<file path="src/rtl/microwave_timer.sv">
// Countdown timer for a microwave oven: keypad sets the time, a prescaled tick counts it down
// while the oven heats, and one-cycle start/finish pulses go to the oven FSM.
module microwave_timer #(
  parameter int TICK_DIV = 50_000_000,
  parameter int STEP_SEC = 30,
  parameter int MAX_SEC  = 990
) (
  input  logic       clk,
  input  logic       nrst,
  input  logic       door,
  input  logic       key_add,
  input  logic       key_start,
  input  logic       key_cancel,
  input  logic       heat,
  output logic       start,
  output logic       finish,
  output logic [9:0] remaining,
  output logic       busy
);

  typedef enum logic [1:0] {IDLE, RUN, DONE} state_t;

  localparam int PW = (TICK_DIV > 1) ? $clog2(TICK_DIV) : 1;
  localparam logic [PW-1:0] PRE_LAST = PW'(TICK_DIV - 1);
  localparam logic [10:0]   STEP11   = 11'(STEP_SEC);
  localparam logic [10:0]   MAX11    = 11'(MAX_SEC);

  state_t        state, state_next;
  logic [PW-1:0] prescale, prescale_next;
  logic [9:0]    remaining_next;
  logic          start_next, finish_next;
  logic          tick;
  logic [10:0]   add_sum;
  logic [9:0]    add_sat;

  assign busy = (state != IDLE);
  assign tick = (state == RUN) && heat && (prescale == PRE_LAST);

  // A key_add coinciding with a second tick folds the decrement into the sum.
  always_comb begin
    add_sum = {1'b0, remaining} + STEP11 - (tick ? 11'd1 : 11'd0);
    add_sat = (add_sum > MAX11) ? MAX11[9:0] : add_sum[9:0];
  end

  always_comb begin
    state_next     = state;
    prescale_next  = prescale;
    remaining_next = remaining;
    start_next     = 1'b0;
    finish_next    = 1'b0;
    case (state)
      IDLE: begin
        prescale_next = '0;
        if (key_cancel) begin
          remaining_next = '0;
        end else if (key_start) begin
          if (!door) begin
            if (remaining == '0) remaining_next = STEP11[9:0];
            state_next = RUN;
            start_next = 1'b1;
          end
        end else if (key_add) begin
          remaining_next = add_sat;
        end
      end
      RUN: begin
        if (heat) prescale_next = tick ? '0 : prescale + PW'(1);
        if (key_cancel) begin
          remaining_next = '0;
          prescale_next  = '0;
          state_next     = DONE;
          finish_next    = 1'b1;
        end else if (key_add && !key_start) begin
          remaining_next = add_sat;
        end else if (tick) begin
          if (remaining > 10'd1) begin
            remaining_next = remaining - 10'd1;
          end else begin
            remaining_next = '0;
            state_next     = DONE;
            finish_next    = 1'b1;
          end
        end
      end
      DONE: begin
        prescale_next = '0;
        state_next    = IDLE;
      end
      default: begin
        state_next    = IDLE;
        prescale_next = '0;
      end
    endcase
  end

  always_ff @(posedge clk or negedge nrst) begin
    if (!nrst) begin
      state     <= IDLE;
      prescale  <= '0;
      remaining <= '0;
      start     <= 1'b0;
      finish    <= 1'b0;
    end else begin
      state     <= state_next;
      prescale  <= prescale_next;
      remaining <= remaining_next;
      start     <= start_next;
      finish    <= finish_next;
    end
  end

endmodule

</file>
<file path="config.mk">
export PLATFORM = sky130hd
export DESIGN_NAME = microwave_timer
export DESIGN_NICKNAME = d
export VERILOG_FILES = /design/src/rtl/microwave_timer.sv
export SDC_FILE = /design/constraint.sdc
export NUM_CORES = 1
export LEC_CHECK = 0
export BUFFER_PORTS_ARGS = -buffer_cell sky130_fd_sc_hd__buf_4
export CELL_PAD_IN_SITES_DETAIL_PLACEMENT = 2
export CELL_PAD_IN_SITES_GLOBAL_PLACEMENT = 2
export CORE_ASPECT_RATIO = 0.5
export CORE_UTILIZATION = 40
export CTS_CLUSTER_DIAMETER = 30
export DETAILED_ROUTE_END_ITERATION = 10
export PLACE_DENSITY = 0.93
export SYNTH_ARGS = -nofsm -noshare
export SYNTH_HDL_FRONTEND = slang
export SYNTH_SLANG_ARGS = --single-unit
export TNS_END_PERCENT = 20
</file>
<file path="constraint.sdc">
create_clock -name clk -period 10.4 [get_ports clk]
set_input_delay 0.52 -clock clk [delete_from_list [all_inputs] [get_ports clk]]
set_output_delay 0.52 -clock clk [all_outputs]
set_load 0.01 [all_outputs]
</file>
# --- Word-level counts from Yosys, hierarchy flattened ---
# Index checks and enable logic that the tools add are counted.
word_totals:
  reg_bits: 40
  latchBits: 0
  mem_bits_rw: 0
  romBits: 0
  input_bits: 7
  elab_cells: 67
  mem_count: 0
classes:
  add_sub_neg: 4
  multipliers: 0
  n_div: 0
  magnitude_cmp: 2
  eq_ne: 13
  n_shift: 0
  n_mux: 33
  n_bitwise: 0
  n_reduce_logical: 10
op_table:
  columns: ["cell", "count"]
  rows:
  - ["2-to-1 mux 26 bit", 4]
  - ["2-to-1 mux 10 bit", 10]
  - ["adder 26 x 1 -> 26 bit (second input constant)", 1]
  - ["equality test 26 bit (second input constant)", 1]
  - ["one-hot mux 10 bit (2 select lines)", 1]
  - ["2-to-1 mux 2 bit", 7]
  - ["!= test 3 bit (second input constant)", 4]
  - ["!= test 4 bit (second input constant)", 3]
  - ["adder 10 x 5 -> 11 bit (second input constant)", 1]
  - ["> comparator 11 x 10 -> 1 bit (second input constant)", 1]
  - ["subtractor 11 x 1 -> 11 bit", 1]
  - ["> comparator 10 x 1 -> 1 bit (second input constant)", 1]
  - ["logical NOT 10 bit", 1]
  - ["2-to-1 mux 1 bit", 10]
  - ["subtractor 10 x 1 -> 10 bit (second input constant)", 1]
  - ["!= test 2 bit (second input constant)", 3]
  - ["AND reduction 6 bit", 1]
  - ["AND reduction 5 bit", 1]
  - ["!= test 4 x 3 -> 1 bit (second input constant)", 1]
  - ["one-hot mux 2 bit (2 select lines)", 1]
  - ["nonzero test 2 bit", 2]
  - ["logical AND 1 bit", 3]
  - ["equality test 2 x 1 -> 1 bit (second input constant)", 1]
  - ["logical NOT 2 bit", 1]
  - ["logical NOT 1 bit", 1]

# --- Longest topological paths before layout ---
depth:
  depth_word: 11
  mapped_depth: 17
  mapped_depth_nobuf: 17

# --- Least setup slack after synthesis ---
# No wires, ideal clock.
synth_path:
  kind: "input to register"
  startpoint: "input heat"
  endpoint: "register remaining[1]"
  arrival_ns: 3.265
  required_ns: 10.276
  setup_slack_ns: 7.011
  cell_stages: 16
  n_path_buf: 0
  path_cell_list: "inv_1 nor4_1 nand4_1 nor2_1 ha_1 inv_1 ha_1 inv_1 ha_1 or3b_4 a211oi_2 xnor2_1 nor2_2 a41oi_2 a311oi_1 a211o_1"
synth_via:
  elab_chain_len: 10
  word_cells_on_any_way: 14
  classes_between: "1 x add/sub; 1 x order compare; 1 x eq/ne; 8 x mux; 3 x reduce/logical"
synth_lines:
  columns: ["element", "line", "source"]
  rows:
  - ["start: declaration", "14", "input logic heat,"]
  - ["logical AND 1 bit (*) (2 in a row)", "37", "assign tick = (state == RUN) && heat && (prescale == PRE_LAST);"]
  - ["2-to-1 mux 1 bit", "41", "add_sum = {1'b0, remaining} + STEP11 - (tick ? 11'd1 : 11'd0);"]
  - ["subtractor 11 x 1 -> 11 bit", "41", null]
  - ["> comparator 11 x 10 -> 1 bit", "42", "add_sat = (add_sum > MAX11) ? MAX11[9:0] : add_sum[9:0];"]
  - ["2-to-1 mux 10 bit", "42", null]
  - ["2-to-1 mux 10 bit", "62", "end else if (key_add) begin"]
  - ["2-to-1 mux 10 bit", "56", "end else if (key_start) begin"]
  - ["2-to-1 mux 10 bit", "54", "if (key_cancel) begin"]
  - ["one-hot mux 10 bit (2 select lines)", "51", "case (state)"]
  - ["end signal: assignment", "106", "remaining <= remaining_next;"]
  - ["end: declaration", "17", "output logic [9:0] remaining,"]
# Every way passes the cells marked *; elsewhere a longest branch is shown, timed or not. The select of a mux whose other input is x is not followed.
# A chain may end at the register's enable or synchronous reset.

# --- Worst setup path in the final report ---
layout_path:
  startpoint: "register prescale[0]"
  endpoint: "register remaining[1]"
layout_via:
  elab_chain_len: 10
  word_cells_on_any_way: 14
  classes_between: "1 x add/sub; 1 x order compare; 2 x eq/ne; 8 x mux; 2 x reduce/logical"
layout_lines:
  columns: ["element", "line", "source"]
  rows:
  - ["start: declaration", "29", "logic [PW-1:0] prescale, prescale_next;"]
  - ["start signal: assignment", "105", "prescale <= prescale_next;"]
  - ["equality test 26 bit (*)", "37", null]
  - ["logical AND 1 bit (*)", "37", null]
  - ["2-to-1 mux 1 bit", "41", null]
  - ["subtractor 11 x 1 -> 11 bit", "41", null]
  - ["> comparator 11 x 10 -> 1 bit", "42", null]
  - ["2-to-1 mux 10 bit", "42", null]
  - ["2-to-1 mux 10 bit", "62", null]
  - ["2-to-1 mux 10 bit", "56", null]
  - ["2-to-1 mux 10 bit", "54", null]
  - ["one-hot mux 10 bit (2 select lines)", "51", null]
# Marks and branches as above.

==> run summary <==
Global routing used around 31% of the available tracks. The quantity of hold-fixing buffers added after cts came out at 0. The power dissipated by switching net loads is between 0.0004 and 0.0005 W.

The critical path starts at prescale[0]. TritonCTS built the clock tree. The gate count after technology mapping is between 300 and 400. The net count after synthesis came out at 361. The worst setup path is launched from a flop. The final estimated routing congestion in global placement came out at between 0.9 and 1. The clock passes through at most 2 buffers. The run finished with clean final reports.

The count of filler cells inserted in the layout came out at between 700 and 800. The critical path capture point is remaining[1]. The actual transition at the worst max-transition pin came out at between 0.8 and 0.9 ns. The total count of hold-check failures in the final report came out at 0. The cell area after synthesis came out at 2890 sq um. Clock tree synthesis selected as its root buffer the cell sky130_fd_sc_hd__clkbuf_16.

The routed wirelength normalized by instance count is 24.3 microns. The via count of the first global-routing pass was between 3000 and 4000. The first global-routing pass estimated ~18 mm of wire. In this run the core area contains 21 standard-cell rows. The post-synthesis async set-or-reset flop share is 100%. The detailed placer's ending HPWL is around 7.6 mm. The worst hold slack after final layout is approximately 0.22 ns. The slowest cell on the critical path is sky130_fd_sc_hd__or3b_4. TritonCTS created 5 clock buffers. The maximum level of the CTS H-tree is 2.

The remaining number of nets flagged by the antenna check after routing is 0. Registers take between 1000 and 1500 sq um. The share of power burned in registers is between 20% and 30%. The clock-pin transition on the worst setup and hold timing paths came out at about 0.070 ns. Of the cells placed in the final design, the portion with a size suffix greater than 1 is about an eighth. The fraction of power consumed by combinational cells is roughly three fifths. VDD sags by at most roughly 0.00010 V. By startpoint and endpoint, the worst setup path is classified as flop to flop. Setup repair after global routing left no endpoint under its margin.

The launch point of the worst reg-to-reg path is prescale[0]. The via density per instance came out at about 6.3. The total overflow left after global routing is 0. Sequential cells were found to cover between 30% and 40% of the synthesized design area. The initial standard-cell utilization of the core is ~42%. The post-synthesis area per instance came out at about 8.5 sq um.

The number of distinct library cells after synthesis came out at around 60. The number of storage elements in the synthesis netlist came out at 40. The largest single stage delay on the critical path is 0.45 ns. The clock reaches the later pin of the worst-skew pair after approximately 0.3 ns. The total number of vias is about 2800. The number of violations of the max-capacitance limit came out at 0. The critical path goes through ha_1 -> nand3_1 -> nor2_1 -> nand4_1 -> nor2_1 -> ha_1 -> inv_1 -> ha_1 -> inv_1 -> ha_1 -> or3b_4 -> a211oi_2 -> xnor2_1 -> nor2_2 -> a41oi_2 -> a311oi_1 -> a211o_1. Of the total power, the clock network draws 19.2%. Summing all multi-input logic gate instances after layout gives approximately 1700 sq um. The DRC violations left came out at 0. The detailed-routing iteration count for the pre-antenna-repair pass is 4. The tightest slew margin relative to the limit came out at between 40 and 50%. The number of antenna violations at the first check in global routing is 0. The number of cells on the worst reg-to-reg path came out at 17. The count of input and output buffers is 19.

The power per cell area is between 300 and 400 nW/um^2. The leakage power is about 1.3 nW. The number of nets at the end of the flow is ~370.

The instance area at placement came out at a little over 3000 sq um. The synthesis-to-finish area growth came out at 12.5%. The core area came out at just under 7000 sq um. From left edge to right edge, the die measures roughly 120 microns. The die extent in y came out at 62.1 microns. The critical path contains buffers and inverters numbering 2 combined. The max-slew violation count is 0. The die footprint came out at between 7000 and 8000 sq um. STA puts the critical path data required time at approximately 11 ns. In this run switching power makes up a little under 50% of total power. The gate family responsible for the most delay along the worst path is simple AND/OR/NAND/NOR gates. The setup-violating endpoint count in the final report came out at 0. The number of antenna diodes in the final layout is 0. Entering global routing, the biggest net connects 41 pins.

In this run the number of cells on the critical path is 17. The setup slack on the worst flop-to-flop path is ~6.0 ns. The clock sink count came out at 40.

The post-layout minimum cycle time is 4.43 ns. The post-layout instance count excluding filler cells is 445. The critical-path maximum fanout is 7. The worst setup path is captured at a flop. The final total power is 0.00100 W. For this block, the routed nets add up to ~11 mm of wire. The path class of the tightest hold or removal check is input port to async pin. The most common cell type on the critical path is sky130_fd_sc_hd__ha_1.

The worst register-to-register path ends at remaining[1]. The post-cts resize count is 0. The data arrival time of the critical path is 4.61 ns.

The number of ports placed on the die boundary came out at 20. The period utilization came out at between 40% and 50%. The number of warning messages in the yosys log came out at 0. The setup fix buffers added after clock tree synthesis came out at 0. Once placement completed, the tool counted placed cells totaling roughly 440.

The internal power component came out at around 0.00051 W. The first routing iteration left around 130 violations. The final sum of negative setup slack came out at 0 ns. Among all flip-flop cells after synthesis, the most frequent one is sky130_fd_sc_hd__dfrtp_1. The highest attainable clock frequency came out at ~0.23 GHz.

In this run, synthesis inferred 0 flip-flops with an integrated enable. With fillers left out, the area of the finished cells amounts to about 3300 sq um. The worst-case clock skew is slightly below 0.007 ns.
==> power by group through the flow <==
stage | clock, W | combinational, W | sequential (W)
finish | 0.000192 | 0.000581 | 0.000227
global route | 0.000201 | 0.000614 | 0.000230
CTS | 0.000195 | 0.000570 | 0.000226
detailed placement | 0 | 0.000545 | 0.000228
global placement | 0 | 0.000497 | 0.000224
floorplan | 0 | 0.000394 | 0.000211
==> area by class of cell <==
class,count,area share [%]
Timing Repair Buffer,19,4.39
Inverter,19,2.19
Tap cell,92,3.54
Multi-Input combinational cell,267,53.6
Sequential cell,40,30.8
Clock buffer,6,4.27
Clock inverter,2,1.19
==> how the worst min path moves through the flow <==
stage / slack [ns] / end / start / cells after the start
floorplan: 0.22 / finish / nrst / 0
global placement: 0.50 / prescale[25] / prescale[25] / 1
detailed placement: 0.53 / prescale[25] / prescale[25] / 1
CTS: 0.23 / prescale[0] / nrst / 1
global route: 0.24 / prescale[0] / nrst / 1
finish: 0.22 / state[1] / nrst / 1
==> layer usage <==
layer / part of all wire, % / GRT usage [%] / up-vias
met3: 3.9 / 7.26 / 41
li1: - / - / 1249
met2: 50 / 54.0 / 77
met5: 0 / 0 / -
met4: 4.3 / 16.6 / 0
met1: 41 / 35.4 / 1449
==> cells in the mapped netlist (2+ instances only) <==
library cell	n	area [sq um]
sky130_fd_sc_hd__xor2_1	15	131
sky130_fd_sc_hd__ha_1	15	188
sky130_fd_sc_hd__xnor2_1	12	105
sky130_fd_sc_hd__a32oi_1	2	17.5
sky130_fd_sc_hd__a21oi_1	9	45.0
sky130_fd_sc_hd__a41oi_1	3	26.3
sky130_fd_sc_hd__buf_6	3	33.8
sky130_fd_sc_hd__clkbuf_1	7	26.3
sky130_fd_sc_hd__nor3b_1	2	15.0
sky130_fd_sc_hd__nor2b_1	5	31.3
sky130_fd_sc_hd__a22o_1	2	17.5
sky130_fd_sc_hd__o21bai_1	2	15.0
sky130_fd_sc_hd__or2_2	2	12.5
sky130_fd_sc_hd__or4_1	2	15.0
sky130_fd_sc_hd__dfrtp_1	40	1000
sky130_fd_sc_hd__o21ai_0	14	70.1
sky130_fd_sc_hd__nand2_1	26	97.6
sky130_fd_sc_hd__a211oi_1	3	22.5
sky130_fd_sc_hd__and3_1	7	43.8
sky130_fd_sc_hd__nand3_1	11	55.1
sky130_fd_sc_hd__inv_1	19	71.3
sky130_fd_sc_hd__a221oi_1	2	17.5
sky130_fd_sc_hd__nand4_1	13	81.3
sky130_fd_sc_hd__nor4_1	8	50.1
sky130_fd_sc_hd__o21a_1	2	15.0
sky130_fd_sc_hd__o21ai_1	8	40.0
sky130_fd_sc_hd__nor2_1	45	169
sky130_fd_sc_hd__o41ai_1	4	35.0
sky130_fd_sc_hd__nor3_1	14	70.1
sky130_fd_sc_hd__nand2b_1	6	37.5
sky130_fd_sc_hd__nor4b_1	3	26.3
sky130_fd_sc_hd__a31o_1	2	17.5
sky130_fd_sc_hd__buf_2	3	15.0
==> cell families (layout without fill, tap and decap cells) <==
logic type / after synthesis / in the layout / share of synthesized area [%]
and+or+nand+nor: 160 / 160 / 29.5
AOI/OAI and AO/OA: 64 / 64 / 15.7
DFF: 40 / 40 / 34.6
buffers and inverters: 32 / 46 / 5.06
xor gates and xnor gates: 27 / 27 / 8.18
adders and majority gates: 15 / 15 / 6.49
muxes: 1 / 1 / 0.519
==> cells in the final DEF (no fill, tap or decap), types with 3 or more instances in the layout <==
cell type / instances
sky130_fd_sc_hd__a211oi_1: 3
sky130_fd_sc_hd__a21oi_1: 9
sky130_fd_sc_hd__a41oi_1: 3
sky130_fd_sc_hd__and3_1: 7
sky130_fd_sc_hd__buf_4: 19
sky130_fd_sc_hd__clkbuf_16: 5
sky130_fd_sc_hd__dfrtp_1: 40
sky130_fd_sc_hd__ha_1: 15
sky130_fd_sc_hd__inv_1: 19
sky130_fd_sc_hd__nand2_1: 26
sky130_fd_sc_hd__nand2b_1: 6
sky130_fd_sc_hd__nand3_1: 11
sky130_fd_sc_hd__nand4_1: 13
sky130_fd_sc_hd__nor2_1: 45
sky130_fd_sc_hd__nor2b_1: 5
sky130_fd_sc_hd__nor3_1: 14
sky130_fd_sc_hd__nor4_1: 8
sky130_fd_sc_hd__nor4b_1: 3
sky130_fd_sc_hd__o21ai_0: 14
sky130_fd_sc_hd__o21ai_1: 8
sky130_fd_sc_hd__o41ai_1: 4
sky130_fd_sc_hd__xnor2_1: 12
sky130_fd_sc_hd__xor2_1: 15
==> worst reg2reg max path, stage by stage (launching register included) <==
cell	delay (ns)
sky130_fd_sc_hd__dfrtp_1	0.41
sky130_fd_sc_hd__ha_1	0.20
sky130_fd_sc_hd__nand3_1	0.17
sky130_fd_sc_hd__nor2_1	0.25
sky130_fd_sc_hd__nand4_1	0.26
sky130_fd_sc_hd__nor2_1	0.18
sky130_fd_sc_hd__ha_1	0.18
sky130_fd_sc_hd__inv_1	0.07
sky130_fd_sc_hd__ha_1	0.26
sky130_fd_sc_hd__inv_1	0.14
sky130_fd_sc_hd__ha_1	0.26
sky130_fd_sc_hd__or3b_4	0.45
sky130_fd_sc_hd__a211oi_2	0.29
sky130_fd_sc_hd__xnor2_1	0.21
sky130_fd_sc_hd__nor2_2	0.09
sky130_fd_sc_hd__a41oi_2	0.42
sky130_fd_sc_hd__a311oi_1	0.18
sky130_fd_sc_hd__a211o_1	0.30
==> registers in the layout (all words and copies together), names as in the netlist <==
signal,cells
prescale,26
start,1
remaining,10
finish,1
state,2
==> stage by stage <==
stage | setup slack [ns] | util, %
2_1_floorplan | 7.01 | -
3_3_place_gp | 6.66 | 45.0
3_5_place_dp | 6.16 | 45.0
4_1_cts | 6.01 | 47.6
5_1_grt | 5.73 | 47.6
6_report | 5.97 | 47.6
No activity file was read; power rests on OpenSTA's default activity.
